## src/rtl/tpu_tile_scheduler_if.sv

```systemverilog
// Command/TPU/status bundle between the CFU decoder, the tile scheduler and the TPU core.
// master = scheduler side, slave = decoder + TPU side.
interface tpu_tile_scheduler_if #(
  parameter int NT_W = 10,
  parameter int B_AW = 19,
  parameter int C_AW = 32
);
  logic            cmd_valid;
  logic            cmd_ready;
  logic [12:0]     cmd_k;
  logic [12:0]     cmd_m_round;
  logic [NT_W-1:0] cmd_n_tiles;
  logic [8:0]      cmd_in_off;
  logic [C_AW-1:0] cmd_c_base;
  logic            tpu_in_valid;
  logic [12:0]     tpu_k;
  logic [12:0]     tpu_m_round;
  logic [8:0]      tpu_in_off;
  logic            tpu_busy;
  logic            tpu_c_wr_en;
  logic [B_AW-1:0] b_base;
  logic [13:0]     bias_base;
  logic [C_AW-1:0] c_index;
  logic [NT_W-1:0] cur_tile;
  logic            done;
  logic            err;

  modport master (
    input  cmd_valid, cmd_k, cmd_m_round, cmd_n_tiles, cmd_in_off, cmd_c_base,
           tpu_busy, tpu_c_wr_en,
    output cmd_ready, tpu_in_valid, tpu_k, tpu_m_round, tpu_in_off,
           b_base, bias_base, c_index, cur_tile, done, err
  );

  modport slave (
    output cmd_valid, cmd_k, cmd_m_round, cmd_n_tiles, cmd_in_off, cmd_c_base,
           tpu_busy, tpu_c_wr_en,
    input  cmd_ready, tpu_in_valid, tpu_k, tpu_m_round, tpu_in_off,
           b_base, bias_base, c_index, cur_tile, done, err
  );
endinterface

```

## src/rtl/tpu_tile_scheduler.sv

```systemverilog
// Layer-level matmul sequencer: one TPU job per TILE_N-column N-tile, with running
// B/bias base offsets, C_index generation and a per-job beat-count check.
module tpu_tile_scheduler #(
  parameter int NT_W   = 10,
  parameter int B_AW   = 19,
  parameter int C_AW   = 32,
  parameter int TILE_N = 4
) (
  input  logic                 clk,
  input  logic                 rst_n,
  tpu_tile_scheduler_if.master bus
);

  typedef enum logic [2:0] {IDLE, LAUNCH, WAIT_BUSY, RUN, CHECK, DONE} state_e;

  state_e          state_q, state_d;
  logic [12:0]     k_q, k_d;
  logic [12:0]     m_q, m_d;
  logic [NT_W-1:0] n_q, n_d;
  logic [8:0]      off_q, off_d;
  logic [B_AW-1:0] b_base_q, b_base_d;
  logic [13:0]     bias_q, bias_d;
  logic [C_AW-1:0] c_idx_q, c_idx_d;
  logic [NT_W-1:0] tile_q, tile_d;
  logic [12:0]     beat_q, beat_d;
  logic            err_q, err_d;
  logic [NT_W:0]   tile_inc;

  // one bit wider so the last-tile compare cannot alias on wrap
  assign tile_inc = {1'b0, tile_q} + {{NT_W{1'b0}}, 1'b1};

  always_comb begin
    state_d  = state_q;
    k_d      = k_q;
    m_d      = m_q;
    n_d      = n_q;
    off_d    = off_q;
    b_base_d = b_base_q;
    bias_d   = bias_q;
    c_idx_d  = c_idx_q;
    tile_d   = tile_q;
    beat_d   = beat_q;
    err_d    = err_q;
    case (state_q)
      IDLE: if (bus.cmd_valid) begin
        k_d      = bus.cmd_k;
        m_d      = bus.cmd_m_round;
        n_d      = bus.cmd_n_tiles;
        off_d    = bus.cmd_in_off;
        b_base_d = '0;
        bias_d   = '0;
        tile_d   = '0;
        err_d    = 1'b0;
        c_idx_d  = bus.cmd_c_base;
        state_d  = (bus.cmd_n_tiles == '0 || bus.cmd_m_round == '0) ? DONE : LAUNCH;
      end
      LAUNCH: begin
        beat_d  = '0;
        state_d = WAIT_BUSY;
      end
      WAIT_BUSY: if (bus.tpu_busy) state_d = RUN;
      RUN: begin
        // a beat in the busy-fall cycle still lands before CHECK
        if (bus.tpu_c_wr_en) begin
          c_idx_d = c_idx_q + C_AW'(1);
          beat_d  = beat_q + 13'd1;
        end
        if (!bus.tpu_busy) state_d = CHECK;
      end
      CHECK: begin
        if (beat_q != m_q) err_d = 1'b1;
        if (tile_inc == {1'b0, n_q}) begin
          state_d = DONE;
        end else begin
          tile_d   = tile_inc[NT_W-1:0];
          b_base_d = b_base_q + B_AW'(k_q);
          bias_d   = bias_q + 14'(TILE_N);
          state_d  = LAUNCH;
        end
      end
      DONE:    state_d = IDLE;
      default: state_d = IDLE;
    endcase
  end

  always_ff @(posedge clk or negedge rst_n) begin
    if (!rst_n) begin
      state_q  <= IDLE;
      k_q      <= '0;
      m_q      <= '0;
      n_q      <= '0;
      off_q    <= '0;
      b_base_q <= '0;
      bias_q   <= '0;
      c_idx_q  <= '0;
      tile_q   <= '0;
      beat_q   <= '0;
      err_q    <= 1'b0;
    end else begin
      state_q  <= state_d;
      k_q      <= k_d;
      m_q      <= m_d;
      n_q      <= n_d;
      off_q    <= off_d;
      b_base_q <= b_base_d;
      bias_q   <= bias_d;
      c_idx_q  <= c_idx_d;
      tile_q   <= tile_d;
      beat_q   <= beat_d;
      err_q    <= err_d;
    end
  end

  assign bus.cmd_ready    = (state_q == IDLE);
  assign bus.tpu_in_valid = (state_q == LAUNCH);
  assign bus.done         = (state_q == DONE);
  assign bus.tpu_k        = k_q;
  assign bus.tpu_m_round  = m_q;
  assign bus.tpu_in_off   = off_q;
  assign bus.b_base       = b_base_q;
  assign bus.bias_base    = bias_q;
  assign bus.c_index      = c_idx_q;
  assign bus.cur_tile     = tile_q;
  assign bus.err          = err_q;

endmodule
```

## src/flat_wrapper.sv

```systemverilog
// flat-port wrapper written by rule: the top's interface ports become plain ports
module tpu_tile_scheduler_flat 
#(
  parameter int NT_W   = 10,
  parameter int B_AW   = 19,
  parameter int C_AW   = 32,
  parameter int TILE_N = 4
)
  (clk, rst_n, bus_cmd_valid, bus_cmd_k, bus_cmd_m_round, bus_cmd_n_tiles, bus_cmd_in_off, bus_cmd_c_base, bus_tpu_busy, bus_tpu_c_wr_en, bus_cmd_ready, bus_tpu_in_valid, bus_tpu_k, bus_tpu_m_round, bus_tpu_in_off, bus_b_base, bus_bias_base, bus_c_index, bus_cur_tile, bus_done, bus_err);
  tpu_tile_scheduler_if #(.NT_W(NT_W), .B_AW(B_AW), .C_AW(C_AW)) bus_i ();
  input  logic clk;
  input  logic rst_n;
  input wire logic [$bits(bus_i.cmd_valid)-1:0] bus_cmd_valid;
  input wire logic [$bits(bus_i.cmd_k)-1:0] bus_cmd_k;
  input wire logic [$bits(bus_i.cmd_m_round)-1:0] bus_cmd_m_round;
  input wire logic [$bits(bus_i.cmd_n_tiles)-1:0] bus_cmd_n_tiles;
  input wire logic [$bits(bus_i.cmd_in_off)-1:0] bus_cmd_in_off;
  input wire logic [$bits(bus_i.cmd_c_base)-1:0] bus_cmd_c_base;
  input wire logic [$bits(bus_i.tpu_busy)-1:0] bus_tpu_busy;
  input wire logic [$bits(bus_i.tpu_c_wr_en)-1:0] bus_tpu_c_wr_en;
  output wire logic [$bits(bus_i.cmd_ready)-1:0] bus_cmd_ready;
  output wire logic [$bits(bus_i.tpu_in_valid)-1:0] bus_tpu_in_valid;
  output wire logic [$bits(bus_i.tpu_k)-1:0] bus_tpu_k;
  output wire logic [$bits(bus_i.tpu_m_round)-1:0] bus_tpu_m_round;
  output wire logic [$bits(bus_i.tpu_in_off)-1:0] bus_tpu_in_off;
  output wire logic [$bits(bus_i.b_base)-1:0] bus_b_base;
  output wire logic [$bits(bus_i.bias_base)-1:0] bus_bias_base;
  output wire logic [$bits(bus_i.c_index)-1:0] bus_c_index;
  output wire logic [$bits(bus_i.cur_tile)-1:0] bus_cur_tile;
  output wire logic [$bits(bus_i.done)-1:0] bus_done;
  output wire logic [$bits(bus_i.err)-1:0] bus_err;
  assign bus_i.cmd_valid = bus_cmd_valid;
  assign bus_i.cmd_k = bus_cmd_k;
  assign bus_i.cmd_m_round = bus_cmd_m_round;
  assign bus_i.cmd_n_tiles = bus_cmd_n_tiles;
  assign bus_i.cmd_in_off = bus_cmd_in_off;
  assign bus_i.cmd_c_base = bus_cmd_c_base;
  assign bus_i.tpu_busy = bus_tpu_busy;
  assign bus_i.tpu_c_wr_en = bus_tpu_c_wr_en;
  assign bus_cmd_ready = bus_i.cmd_ready;
  assign bus_tpu_in_valid = bus_i.tpu_in_valid;
  assign bus_tpu_k = bus_i.tpu_k;
  assign bus_tpu_m_round = bus_i.tpu_m_round;
  assign bus_tpu_in_off = bus_i.tpu_in_off;
  assign bus_b_base = bus_i.b_base;
  assign bus_bias_base = bus_i.bias_base;
  assign bus_c_index = bus_i.c_index;
  assign bus_cur_tile = bus_i.cur_tile;
  assign bus_done = bus_i.done;
  assign bus_err = bus_i.err;
  tpu_tile_scheduler #(.NT_W(NT_W), .B_AW(B_AW), .C_AW(C_AW), .TILE_N(TILE_N)) u_core (.clk(clk), .rst_n(rst_n), .bus(bus_i));
endmodule
```

## config.mk

```make
export PLATFORM = sky130hd
export DESIGN_NAME = tpu_tile_scheduler_flat
export DESIGN_NICKNAME = d
export VERILOG_FILES = /design/src/rtl/tpu_tile_scheduler_if.sv /design/src/rtl/tpu_tile_scheduler.sv /design/src/flat_wrapper.sv
export SDC_FILE = /design/constraint.sdc
export NUM_CORES = 1
export LEC_CHECK = 0
export ABC_AREA = 1
export ABC_CLOCK_PERIOD_IN_PS = 2750
export CAP_MARGIN = 20
export CORE_MARGIN = 2
export CORE_UTILIZATION = 55
export CTS_BUF_LIST = sky130_fd_sc_hd__clkbuf_16
export CTS_CLUSTER_DIAMETER = 200
export DETAILED_ROUTE_END_ITERATION = 8
export HOLD_SLACK_MARGIN = 0.03
export PLACE_DENSITY = 0.84
export RECOVER_POWER = 50
export SKIP_CTS_REPAIR_TIMING = 1
export SYNTH_ARGS = -nofsm -noshare
export SYNTH_HDL_FRONTEND = slang
export SYNTH_SLANG_ARGS = --single-unit
```

## constraint.sdc

```tcl
create_clock -name clk -period 2.75 [get_ports clk]
set_input_delay 0.275 -clock clk [delete_from_list [all_inputs] [get_ports clk]]
set_output_delay 0.275 -clock clk [all_outputs]
set_load 0.01 [all_outputs]
```

After elaboration in Yosys (flattened, before gate mapping). Index checks and enable logic that the tools add are counted.

Flip-flop bits (word level): 137. Output and inout port bits: 114. Input port bits: 82.

Eq/ne operators: 13. Muxes and demuxes: 23. Add/sub/neg operators: 5. Reduce and logical (&&, ||, !) cells: 13.

Operators with widths (number): 32-bit 2-to-1 mux (2); 32-bit case mux with 2 select lines (1); 19-bit 2-to-1 mux (2); 19-bit case mux with 2 select lines (1); 32-bit by 1-bit adder with 32-bit output (second input constant) (1); 14-bit 2-to-1 mux (2); 14-bit case mux with 2 select lines (1); 13-bit case mux with 2 select lines (1); 10-bit 2-to-1 mux (2); 10-bit case mux with 2 select lines (1); 19-bit by 13-bit adder with 19-bit output (1); 3-bit 2-to-1 mux (5); 3-bit case mux with 5 select lines (1); 14-bit by 3-bit adder with 14-bit output (second input constant) (1); 13-bit by 1-bit adder with 13-bit output (second input constant) (1); 13-bit logical NOT (1); 13-bit 2-to-1 mux (1); 13-bit != test (1); 3-bit AND reduction (4); 10-bit by 1-bit adder with 11-bit output (second input constant) (1); 11-bit by 10-bit == test with 1-bit output (1); 10-bit logical NOT (1); 2-bit != test (second input constant) (5); 3-bit by 2-bit == test with 1-bit output (second input constant) (2); other kinds (9) (14).

Longest topological paths before layout.
Depth after elaboration: 5. Mapped depth: 15. Mapped depth without buffers: 15.

Worst setup path after synthesis. OpenSTA, ideal clock, no wires.

Path type: register -> register. Start: reg u_core.tile_q[0], in the netlist u_core.bus.cur_tile[0]. End: reg u_core.tile_q[4], in the netlist u_core.bus.cur_tile[4]. Slack: 859 ps. Buffers on the path: 1. Setup time: 117 ps. Arrival time: 1774 ps. Cell stages (with the launch flop): 14. Path through: dfrtp_1 ha_1 nand2_1 nor2_1 nand2_1 nand2_1 nor2_1 nor2_1 nand2_1 nor2_1 nand3_2 buf_2 nand3b_1 nand2_1.

Word-level cells in the longest chain between the ends: 4. Elaborated cells on any way between the ends: 6. Classes of those cells: add/sub (1); eq/ne (2); mux (2); reduce/logical (1).

RTL lines: start: declaration (RTL line tpu_tile_scheduler.sv:24) `logic [NT_W-1:0] tile_q, tile_d;`; start signal: assignment (RTL line tpu_tile_scheduler.sv:108) `tile_q <= tile_d;`; 10-bit by 1-bit adder with 11-bit output * (RTL line tpu_tile_scheduler.sv:30) `assign tile_inc = {1'b0, tile_q} + {{NT_W{1'b0}}, 1'b1};`; 11-bit by 10-bit == test with 1-bit output (RTL line tpu_tile_scheduler.sv:72) `if (tile_inc == {1'b0, n_q}) begin`; 2-bit != test (no source line); 3-bit AND reduction (no source line).

Mark *: on every way between the ends. The rest lies on a longest branch, timed or not. The select of a mux whose other input is x is not followed. A chain may end at the register's enable or synchronous reset.

Final worst setup path.
Start: reg u_core.state_q[2]. End: out bus_tpu_in_valid.

Word-level cells in the longest chain between the ends: 1.

RTL lines: start: declaration (RTL line tpu_tile_scheduler.sv:16) `state_e state_q, state_d;`; start signal: assignment (RTL line tpu_tile_scheduler.sv:100) `state_q <= state_d;`; 3-bit by 1-bit == test with 1-bit output (RTL line tpu_tile_scheduler.sv:115) `assign bus.tpu_in_valid = (state_q == LAUNCH);`; end: declaration (RTL line flat_wrapper.sv:22) `output wire logic [$bits(bus_i.tpu_in_valid)-1:0] bus_tpu_in_valid;`.

Every way passes these cells.

==> results.json <==
{
  "crit_path_end_kind": "output port",
  "hold_path_class": "in2reg",
  "clk_latency_ns": 0.43,
  "avgSynthCellArea_sq_um": 7.411,
  "clockPowerShare_pct": 22.9,
  "path_clk_slew_ns": 0.06,
  "ys_types": 40,
  "grt_pass1_vias": 8063,
  "ys_seq_area_share_pct": 40.81,
  "dpl.hpwl_mm": 16.73,
  "wl_per_cell_microns": 15.75,
  "peakVddDrop_v": 0.0006061,
  "setup_viol": 0,
  "layout-drive-gt1-share_pct": 6.970,
  "vias_per_cell": 5.579,
  "drc": 0,
  "max_freq_ghz": 0.4092,
  "routed_wl_mm": 23.69,
  "min_period_over_period_pct": 88.86,
  "cts_sinks": 135,
  "h-tree-depth": 4,
  "finClkSkew_ns": 0.01187,
  "leakagePower_nw": 5.135,
  "clk_path_buf_depth": 2,
  "rrSetupSlack_ns": 0.31,
  "grt_max_degree": 61,
  "multi_input_area_sq_mm": 0.004298,
  "gr-usage-all-layers_pct": 30.35,
  "cts_made_buffers": 17,
  "violations": "capacitance limit, slew limit",
  "die_area_sq_mm": 0.01605,
  "internal_power_w": 0.006163,
  "ant_nets": 0,
  "io_buffers": 193,
  "ioPinCount": 196,
  "synth_cells": 1117,
  "first_pass_iters": 6,
  "dr.first_iter.drc_count": 862,
  "slew_viol_final": 60,
  "p_total_w": 0.01031,
  "power_density_mw_per_mm2": 940.5,
  "cp_max_fo": 8,
  "syn_to_final_growth_pct": 32.44,
  "p_seq_share_pct": 32.8,
  "critPathLaunchType": "flop",
  "antennaDiodeCount": 0,
  "yosys_warnings": 0,
  "combPwrFrac_pct": 44.4,
  "drv_cap": 1,
  "grt-ovfl-total": 0,
  "finalSetupTns_ns": 0,
  "outcome": "finished, violations left",
  "crit_type": "reg2out",
  "fin_cells": 1504,
  "synth_seq_cells": 135,
  "coreArea_sq_mm": 0.01464,
  "antenna_found_initial": 0,
  "arrival_ns": 2.17,
  "fin_crit_ns": 2.444,
  "grt_setup_unrepaired": "false",
  "place.gp.congestion": 0.9083,
  "start_util_pct": 56.53,
  "final_core_util_pct": 74.86,
  "stdcell_area_sq_mm": 0.01096,
  "worst_pin_slew_ns": 1.546,
  "p_sw_share_pct": 40.23,
  "dp_cells": 1471,
  "fp.dieH_microns": 126.7,
  "die_x_microns": 126.7,
  "cts-root-buf": "clkbuf_16",
  "seqCellArea_sq_mm": 0.003378,
  "cts_tree": "built",
  "grt_pass1_wl_mm": 39.29,
  "vias": 8391,
  "rows": 44,
  "syn_area_sq_mm": 0.008278,
  "slew_headroom_pct": -3.036,
  "fill_cells": 1147,
  "placed_area_sq_mm": 0.01037,
  "nets": 1407,
  "switchingPower_w": 0.004148,
  "cp.required_ns": 2.48,
  "hold_violations": 0
}
## power by group through the flow
stage	combinational, W	clock [W]	sequential [W]
2_1_floorplan	0.00253	0	0.00349
3_3_place_gp	0.00454	0	0.00338
3_5_place_dp	0.00463	0	0.00339
4_1_cts	0.00469	0.00237	0.00337
5_1_grt	0.00502	0.00245	0.00348
6_report	0.00457	0.00236	0.00338
## cell type report
type	instances	area share (%)
clock inverter	15	1.598
multi-input combinational	836	39.20
inverter	113	3.869
timing repair buffer	204	18.53
tap	184	2.100
clock buffer	17	3.880
sequential	135	30.81
## stage by stage
stage               worst slack [ns]  hold slack [ns]
floorplan                     0.8588         -0.02059
global placement              0.6224           0.2970
detailed placement            0.5324           0.2939
CTS                           0.2637          -0.1515
global route                 0.07350           0.4431
finish                        0.3063           0.4224
## cell usage after synthesis (all sizes together)
cell,number,area [sq um]
nand2,330,1251
nor3,31,166.4
fa,1,20.02
o31ai,1,7.510
and2,1,6.260
o21ai,53,265.3
buf,21,127.6
inv,113,424.2
nand3,94,475.5
o211ai,4,30.03
xnor2,12,105.1
a21oi,34,170.2
mux2,34,382.9
o21bai,1,7.510
a21boi,1,7.510
o22ai,12,75.07
o22a,1,8.760
nor3b,2,15.01
conb,1,3.750
nand4,15,93.84
or2,5,31.28
nor2,125,489.2
a31oi,6,37.54
clkbuf,13,48.80
xor2,31,271.5
ha,17,212.7
nand3b,17,127.6
dfrtp,135,3378
nor4,6,37.54
## metal layers
| metal | routed length (microns) | track usage, % |
|---|---|---|
| met5 | 0 | 0 |
| met1 | 9997 | 39.56 |
| met3 | 1655 | 5.652 |
| met4 | 748 | 12.99 |
| met2 | 11280 | 50.02 |
## registers in the layout, indices dropped and copies added (netlist names), 3 cells and up
| register | cells |
|---|---|
| u_core.bus.b_base | 19 |
| u_core.bus.tpu_in_off | 9 |
| u_core.bus.tpu_m_round | 13 |
| u_core.n_q | 10 |
| u_core.bus.bias_base | 12 |
| u_core.bus.tpu_k | 13 |
| u_core.bus.c_index | 32 |
| u_core.bus.cur_tile | 10 |
| u_core.state_q | 3 |
| u_core.beat_q | 13 |
## worst max-delay path, stage by stage (launching register included)
cell	delay (ns)
dfrtp_1	0.44
inv_2	0.11
nand3_1	0.28
inv_1	0.32
clkdlybuf4s50_1	0.59
## layout by cell type, fill, tap and decap left out, types with 12 or more instances in the layout
cell type / n
xor2_1: 31
o21ai_0: 52
inv_1: 110
nand2_1: 328
dfrtp_1: 135
clkdlybuf4s50_1: 147
o22ai_1: 12
a21oi_1: 34
nand4_1: 15
dlygate4sd3_1: 46
clkbuf_16: 17
nand3b_1: 17
ha_1: 17
xnor2_1: 12
nand3_1: 93
nor3_1: 30
mux2_2: 34
nor2_1: 120
## worst paths after layout
| path | cells past startpoint | startpoint | end |
|---|---|---|---|
| setup / recovery | 4 | u_core.state_q[2] | bus_tpu_in_valid |
| hold / removal | 3 | bus_cmd_c_base[2] | u_core.bus.c_index[2] |
| setup reg to reg | 8 | u_core.state_q[0] | u_core.bus.c_index[12] |
| hold reg to reg | 2 | u_core.bus.err | u_core.bus.err |
| max in group asynchronous | 3 | rst_n | u_core.beat_q[0] |
| min in group asynchronous | 2 | rst_n | u_core.bus.tpu_k[8] |
## cells by family (layout without fill, tap and decap cells)
kind of cell | Yosys count | in the layout | synth area share [%]
simple gates | 626 | 626 | 32.54
buf+inv | 147 | 349 | 7.255
flops | 135 | 135 | 40.81
compound gates | 113 | 113 | 7.361
xor+xnor | 43 | 43 | 4.550
mux | 34 | 34 | 4.625
fa+ha+maj | 18 | 18 | 2.811
other cells | 1 | 2 | 0.04530
Note: power is estimated with default switching activity, not from simulation.
